<file path="src/rtl/mem_arbiter_pkg.sv">
// Shared types and constants for the RAM arbiter between the CPU bus and
// the video fetch port.
package mem_arbiter_pkg;

    // Owner of the RAM port in the current cycle.
    typedef enum logic [1:0] {
        S_IDLE = 2'd0,
        S_CPU  = 2'd1,
        S_VID  = 2'd2
    } state_t;

    // Encoding of the most recent grant, used for round-robin fairness.
    localparam logic GRANT_CPU = 1'b0;
    localparam logic GRANT_VID = 1'b1;

    // Longest run of lost arbitration rounds a pending CPU access tolerates.
    localparam int DEFAULT_MAX_CPU_WAIT = 15;

endpackage

</file>
<file path="src/rtl/mem_arb_cpu_slot.sv">
// CPU side of the arbiter: captures read/write requests, tracks pending and
// in-flight reads, registers returned read data and produces the busy flags.
// Everything toward the RAM comes from registers, so no cpu_* input reaches
// ram_* combinationally.
module mem_arb_cpu_slot
    import mem_arbiter_pkg::*;
#(
    parameter int ADDR_W = 8,
    parameter int DATA_W = 32
) (
    input  logic                  clk,
    input  logic                  reset,
    input  logic [ADDR_W-1:0]     cpu_addr,
    input  logic [DATA_W-1:0]     cpu_wdata,
    input  logic [DATA_W/8-1:0]   cpu_wmask,
    input  logic                  cpu_rstrb,
    input  logic                  grant,
    input  logic [DATA_W-1:0]     ram_rdata,
    output logic                  cpu_pend,
    output logic [ADDR_W-1:0]     acc_addr,
    output logic [DATA_W-1:0]     acc_wdata,
    output logic [DATA_W/8-1:0]   acc_we,
    output logic [DATA_W-1:0]     cpu_rdata,
    output logic                  cpu_rbusy,
    output logic                  cpu_wbusy
);

    localparam int LANES = DATA_W / 8;

    logic              rd_pend;
    logic              wr_pend;
    logic              rd_inflight;
    logic [ADDR_W-1:0] rd_addr;
    logic [ADDR_W-1:0] wr_addr;
    logic [DATA_W-1:0] wr_data;
    logic [LANES-1:0]  wr_mask;
    logic              write_req;
    logic              svc_write;
    logic              svc_read;

    // A pending write always goes out before a pending read.
    assign write_req = |cpu_wmask;
    assign svc_write = grant && wr_pend;
    assign svc_read  = grant && !wr_pend;

    // Control state: a new capture wins over the clear from a grant in the same cycle.
    always_ff @(posedge clk) begin
        if (reset) begin
            wr_pend     <= 1'b0;
            rd_pend     <= 1'b0;
            rd_inflight <= 1'b0;
            cpu_rdata   <= '0;
        end else begin
            if (write_req) begin
                wr_pend <= 1'b1;
            end else if (svc_write) begin
                wr_pend <= 1'b0;
            end
            if (cpu_rstrb) begin
                rd_pend <= 1'b1;
            end else if (svc_read) begin
                rd_pend <= 1'b0;
            end
            rd_inflight <= svc_read;
            if (rd_inflight) begin
                cpu_rdata <= ram_rdata;
            end
        end
    end

    // Request payload: only meaningful while the matching pending flag is set.
    always_ff @(posedge clk) begin
        if (cpu_rstrb) begin
            rd_addr <= cpu_addr;
        end
        if (write_req) begin
            wr_addr <= cpu_addr;
            wr_data <= cpu_wdata;
            wr_mask <= cpu_wmask;
        end
    end

    assign cpu_pend  = rd_pend | wr_pend;
    assign acc_addr  = wr_pend ? wr_addr : rd_addr;
    assign acc_wdata = wr_data;
    assign acc_we    = wr_pend ? wr_mask : '0;
    assign cpu_wbusy = wr_pend;
    assign cpu_rbusy = rd_pend | rd_inflight;

endmodule

</file>
<file path="src/rtl/mem_arbiter.sv">
// Shares one single-port synchronous RAM between the FemtoRV32 bus and the
// video fetch port. Video wins while urgent, a bounded wait counter forces a
// CPU grant after MAX_CPU_WAIT lost rounds, otherwise grants alternate.
// Optional stall statistics are built when MEM_ARBITER_STATS_EN is defined;
// without it cpu_stall_cnt and vid_stall_cnt are constant zero.
module mem_arbiter
    import mem_arbiter_pkg::*;
#(
    parameter int ADDR_W       = 8,
    parameter int DATA_W       = 32,
    parameter int MAX_CPU_WAIT = DEFAULT_MAX_CPU_WAIT
) (
    input  logic                  clk,
    input  logic                  reset,
    input  logic [ADDR_W-1:0]     cpu_addr,
    input  logic [DATA_W-1:0]     cpu_wdata,
    input  logic [DATA_W/8-1:0]   cpu_wmask,
    input  logic                  cpu_rstrb,
    output logic [DATA_W-1:0]     cpu_rdata,
    output logic                  cpu_rbusy,
    output logic                  cpu_wbusy,
    input  logic                  vid_req,
    input  logic                  vid_urgent,
    input  logic [ADDR_W-1:0]     vid_addr,
    output logic                  vid_ack,
    output logic                  vid_valid,
    output logic [DATA_W-1:0]     vid_rdata,
    output logic                  ram_en,
    output logic [DATA_W/8-1:0]   ram_we,
    output logic [ADDR_W-1:0]     ram_addr,
    output logic [DATA_W-1:0]     ram_wdata,
    input  logic [DATA_W-1:0]     ram_rdata,
    output logic [15:0]           cpu_stall_cnt,
    output logic [15:0]           vid_stall_cnt
);

    localparam int                 WAIT_W     = $clog2(MAX_CPU_WAIT + 1);
    localparam logic [WAIT_W-1:0]  WAIT_LIMIT = WAIT_W'(MAX_CPU_WAIT);

    state_t                 state_q;
    state_t                 state_d;
    logic                   last_grant;
    logic [WAIT_W-1:0]      wait_cnt;
    logic                   grant_cpu;
    logic                   cpu_pend;
    logic [ADDR_W-1:0]      acc_addr;
    logic [DATA_W-1:0]      acc_wdata;
    logic [DATA_W/8-1:0]    acc_we;

    function automatic logic [WAIT_W-1:0] wait_inc(input logic [WAIT_W-1:0] v);
        return (v == WAIT_LIMIT) ? v : v + WAIT_W'(1);
    endfunction

    mem_arb_cpu_slot #(
        .ADDR_W (ADDR_W),
        .DATA_W (DATA_W)
    ) u_cpu_slot (
        .clk       (clk),
        .reset     (reset),
        .cpu_addr  (cpu_addr),
        .cpu_wdata (cpu_wdata),
        .cpu_wmask (cpu_wmask),
        .cpu_rstrb (cpu_rstrb),
        .grant     (grant_cpu),
        .ram_rdata (ram_rdata),
        .cpu_pend  (cpu_pend),
        .acc_addr  (acc_addr),
        .acc_wdata (acc_wdata),
        .acc_we    (acc_we),
        .cpu_rdata (cpu_rdata),
        .cpu_rbusy (cpu_rbusy),
        .cpu_wbusy (cpu_wbusy)
    );

    // Grant decision for this cycle and the RAM port mux driven from it.
    always_comb begin
        state_d   = S_IDLE;
        grant_cpu = 1'b0;
        vid_ack   = 1'b0;
        ram_en    = 1'b0;
        ram_we    = '0;
        ram_addr  = '0;
        ram_wdata = '0;
        if (!reset) begin
            if (cpu_pend && (wait_cnt == WAIT_LIMIT)) begin
                state_d = S_CPU;
            end else if (vid_req && vid_urgent) begin
                state_d = S_VID;
            end else if (cpu_pend && vid_req) begin
                state_d = (last_grant == GRANT_VID) ? S_CPU : S_VID;
            end else if (cpu_pend) begin
                state_d = S_CPU;
            end else if (vid_req) begin
                state_d = S_VID;
            end
        end
        case (state_d)
            S_CPU: begin
                grant_cpu = 1'b1;
                ram_en    = 1'b1;
                ram_we    = acc_we;
                ram_addr  = acc_addr;
                ram_wdata = acc_wdata;
            end
            S_VID: begin
                vid_ack  = 1'b1;
                ram_en   = 1'b1;
                ram_addr = vid_addr;
            end
            default: begin
            end
        endcase
    end

    // Owner register; a video owner last cycle means RAM data is for video now.
    always_ff @(posedge clk) begin
        if (reset) begin
            state_q <= S_IDLE;
        end else begin
            state_q <= state_d;
        end
    end

    // Fairness memory and bounded-wait counter for the CPU.
    always_ff @(posedge clk) begin
        if (reset) begin
            last_grant <= GRANT_VID;
            wait_cnt   <= '0;
        end else begin
            if (state_d == S_CPU) begin
                last_grant <= GRANT_CPU;
            end else if (state_d == S_VID) begin
                last_grant <= GRANT_VID;
            end
            if (grant_cpu) begin
                wait_cnt <= '0;
            end else if (cpu_pend) begin
                wait_cnt <= wait_inc(wait_cnt);
            end
        end
    end

    // A fetch cut short by reset never reports valid data.
    assign vid_valid = (state_q == S_VID) && !reset;
    assign vid_rdata = ram_rdata;

`ifdef MEM_ARBITER_STATS_EN
    logic [15:0] cpu_stall_q;
    logic [15:0] vid_stall_q;

    function automatic logic [15:0] sat_inc16(input logic [15:0] v);
        return (v == 16'hFFFF) ? v : v + 16'd1;
    endfunction

    // Saturating counts of cycles each requester waited without a grant.
    always_ff @(posedge clk) begin
        if (reset) begin
            cpu_stall_q <= 16'd0;
            vid_stall_q <= 16'd0;
        end else begin
            if (cpu_pend && !grant_cpu) begin
                cpu_stall_q <= sat_inc16(cpu_stall_q);
            end
            if (vid_req && !vid_ack) begin
                vid_stall_q <= sat_inc16(vid_stall_q);
            end
        end
    end

    assign cpu_stall_cnt = cpu_stall_q;
    assign vid_stall_cnt = vid_stall_q;
`else
    assign cpu_stall_cnt = 16'd0;
    assign vid_stall_cnt = 16'd0;
`endif

endmodule
</file>
<file path="config.mk">
export PLATFORM = sky130hd
export DESIGN_NAME = mem_arbiter
export DESIGN_NICKNAME = d
export VERILOG_FILES = /design/src/rtl/mem_arbiter_pkg.sv /design/src/rtl/mem_arb_cpu_slot.sv /design/src/rtl/mem_arbiter.sv
export SDC_FILE = /design/constraint.sdc
export NUM_CORES = 1
export LEC_CHECK = 0
export ABC_AREA = 1
export ABC_CLOCK_PERIOD_IN_PS = 2750
export CAP_MARGIN = 20
export CORE_ASPECT_RATIO = 1.2
export CORE_MARGIN = 1
export CORE_UTILIZATION = 30
export CTS_CLUSTER_DIAMETER = 30
export DETAILED_ROUTE_END_ITERATION = 12
export DONT_BUFFER_PORTS = 1
export GPL_TIMING_DRIVEN = 1
export PLACE_DENSITY_LB_ADDON = 0.15
export SLEW_MARGIN = 20
export SYNTH_ARGS = -nofsm -noshare
export SYNTH_HDL_FRONTEND = slang
export SYNTH_HIERARCHICAL = 1
export SYNTH_SLANG_ARGS = --single-unit
</file>
<file path="constraint.sdc">
create_clock -name clk -period 2.75 [get_ports clk]
set_input_delay 0.55 -clock clk [delete_from_list [all_inputs] [get_ports clk]]
set_output_delay 0.55 -clock clk [all_outputs]
set_load 0.005 [all_outputs]
</file>
==> summary.md <==
| Metric | Value |
|---|---|
| Pins over their slew limit | `0` |
| First-pass GRT wire length | `12700 microns` |
| Slew at the pin closest to its max-slew limit | `604.1 ps` |
| GRT Total Usage | `11.61%` |
| CTS clk-pin slew, worst paths | `70 ps` |
| Chip width | `110.4 microns` |
| Max Cap Viol | `0` |
| Fmax | `400.6 MHz` |
| Placed inst area | `4014 sq um` |
| Met1 usage | `12.45%` |
| Post-synthesis compound-gate area fraction | `5.536%` |
| Number of routed nets with antenna violations | `0` |
| Worst Path Arrival | `1950 ps` |
| Core area | `13760 sq um` |
| Post-DR vias/cell | `4.326` |
| Hold path cells | `1` |
| Buffers on Ports | `0` |
| Die ar. | `14570 sq um` |
| Critical R2R Capture | `wait_cnt[2]` |
| Seq cells post-synth | `94` |
| CTS tree | `done` |
| M2 GR Usage | `19.84%` |
| Finished Core Util | `31.67%` |
| RSZ-0062 raised after global routing | `no` |
| Crit path launch type | `flip-flop` |
| Largest net degree at the start of global routing | `45` |
| R2R cell count | `11` |
| Vias in the first global route | `2510` |
| Remaining Overflow, GRT | `0` |
| GR peak layer | `met2` |
| Worst path cell trace | `ha_1 > nand3_2 > nand2_1 > o21ai_2 > inv_1 > ha_4 > buf_12 > nand2_1 > inv_1` |
| Starting Density | `30.71%` |
| Worst VDD drop | `0.2317 mV` |
| GPL Wtd Cong | `0.7396` |
| Met3 usage | `4.597%` |
| Clk buf depth | `2` |
| Final Net Count | `527` |
| 1st-iter DRT viols | `90` |
| Delay-heaviest family, CP | `adder cells` |
| Setup crit end kind | `output pin` |
| Clk Latency, worst-skew pair | `330 ps` |
| CP Max Fanout | `28` |
| Worst Path Class, Setup | `flip-flop to output pin` |
| Finished layout cell area | `4358 sq um` |
| Hold Vio Cnt, Final | `0` |
| Ratio of cells with drive above 1 in the final layout | `9.773%` |
| FF-to-FF setup slack | `770 ps` |
| CP bufs+invs | `3` |
| Run status | `finished, final reports clean` |
| Most frequent cells in the layout | `nand2_1, nor2_1, inv_1` |
| Synthesis-to-finish area growth | `3.108%` |
| DIE HEIGHT | `132.0 microns` |
| Htree depth | `3` |
| Post-Synth Simple-Gate Area | `17.26%` |
| WP data required | `2200 ps` |
| Max-slew headroom | `59.67%` |
| Synth Cell Area | `4227 sq um` |
| Top-Level Pins | `234` |
| Adder-cell share of the synthesized area | `0.8881%` |
| Share of the yosys chip area belonging to registers | `56.84%` |
| YS warnings | `6` |
| Dpl ws | `379.9 ps` |
| Cells after Synth | `466` |
| Clock Sinks | `94` |
| Clock tree root driver cell | `clkbuf_16` |
| Drt total wl | `8693 microns` |
| WL/cell | `14.23 microns` |
| Clock buffers created by TritonCTS | `9` |
| Reg2Reg Launch Point | `wait_cnt[0]` |
| Pwr/cell area | `701.3 nW/um^2` |
| Minimum clock period | `2496 ps` |
| Most common cell after layout, fill and taps aside | `nand2_1` |
| Skew final | `5.499 ps` |
| Main combinational cell family by area after synthesis | `buffers and inverters` |
| Post-synthesis mux area share | `0%` |
| Post-CTS Hold Fix Bufs | `0` |
| Routed vias | `2643` |
| DR pass1 iterations | `4` |
| Area fraction of the dominant cell type after synthesis | `36.94%` |
| ANT cells | `0` |
| Std cell rows | `47` |
| Initial antenna violation count | `0` |
| Static Leakage | `2.107 nW` |
| Hpwl dp | `6147 microns` |
| Ranking of synthesized cells by area | `edfxtp_1, dfxtp_1, buf_4, nand2_1, nor2_1` |
| Max stage delay on crit path | `340 ps` |
| Period utilization | `90.78%` |
| Hold_sp | `reset` |
| Detailed-route DRC error count | `0` |
| Sink of the worst hold path | `u_cpu_slot/rd_pend` |
| Setup TNS | `0 ps` |
| Mean Syn Cell Area | `9.070 sq um` |
| Crit-path slowest cell | `dfxtp_2` |
| XOR/XNOR Fraction of Synth Area | `0%` |
| Distinct cell type count after synthesis | `23` |
| Power Total | `3.056 mW` |
| Hold Path Class | `primary input to flip-flop` |
| Min setup slack post-route | `253.7 ps` |
| Area leader, netlist | `edfxtp_1` |
| Final count of negative-setup-slack endpoints | `0` |
==> Yosys cell counts, drive strengths merged <==
master	count
nand2	97
buf	79
nand4	1
dfxtp	42
o21ai	36
nor2	79
conb	1
inv	59
edfxtp	52
a21oi	10
ha	3
nor3b	1
nand3	4
clkbuf	2
==> sequential cells by signal (all words and copies together) (netlist names) <==
register / cells
u_cpu_slot/rd_pend: 1
wait_cnt: 4
u_cpu_slot/rd_addr: 8
last_grant: 1
u_cpu_slot/acc_wdata: 32
u_cpu_slot/wr_addr: 8
u_cpu_slot/wr_mask: 4
u_cpu_slot/cpu_rdata: 32
u_cpu_slot/cpu_wbusy: 1
state_q: 2
u_cpu_slot/rd_inflight: 1
==> cell families after synthesis <==
logic type | count (synthesis)
adders and majority gates | 3
other | 1
and+or+nand+nor | 182
DFF | 94
AOI/OAI and AO/OA | 46
buffers and inverters | 140
==> worst max path at each step <==
stage / from / to / slack [ps] / cells after the start
after global routing: wait_cnt[0] / ram_wdata[6] / 80 / 9
after global placement: wait_cnt[0] / ram_wdata[1] / 400 / 9
final: wait_cnt[0] / ram_wdata[1] / 250 / 9
after floorplan: u_cpu_slot/cpu_wbusy / ram_addr[2] / 630 / 11
after detailed placement: wait_cnt[0] / ram_wdata[1] / 380 / 9
after CTS: wait_cnt[0] / ram_wdata[1] / 1 / 9
==> area by class of cell <==
cell class | count | area, sq um
Fill cell | 1422 | 9403
Multi-Input combinational cell | 263 | 1149
Clock inverter | 7 | 72.57
Inverter | 59 | 221.5
Sequential cell | 94 | 2404
Clock buffer | 9 | 225.2
Tap cell | 171 | 214.0
Timing Repair Buffer | 8 | 72.57
==> through the flow <==
stage               hold slack [ps]  std cells
detailed placement            453.1        592
CTS                           258.4        608
global route                  257.3        611
floorplan                     432.4        497
global placement              445.6        592
finish                        280.3        611
==> per-layer routing <==
layer | vias up | part of all wire (%) | routed length [microns]
met5 | - | 0 | 0
met4 | 0 | 0.87 | 76
met3 | 7 | 9.9 | 860
met2 | 160 | 48 | 4200
met1 | 1189 | 41 | 3555
li1 | 1287 | - | -
==> where the power goes <==
group	total, mW	switching [mW]	internal (mW)
logic	0.200	0.135	0.0646
registers	1.61	0.0355	1.57
clock network	1.25	0.540	0.708
==> what timing repair did <==
item	in CTS	in global routing
gates resized for setup	0	4
endpoints found under the setup margin	0	44
setup buffers	0	3
Note: power is estimated with default switching activity, not from simulation.
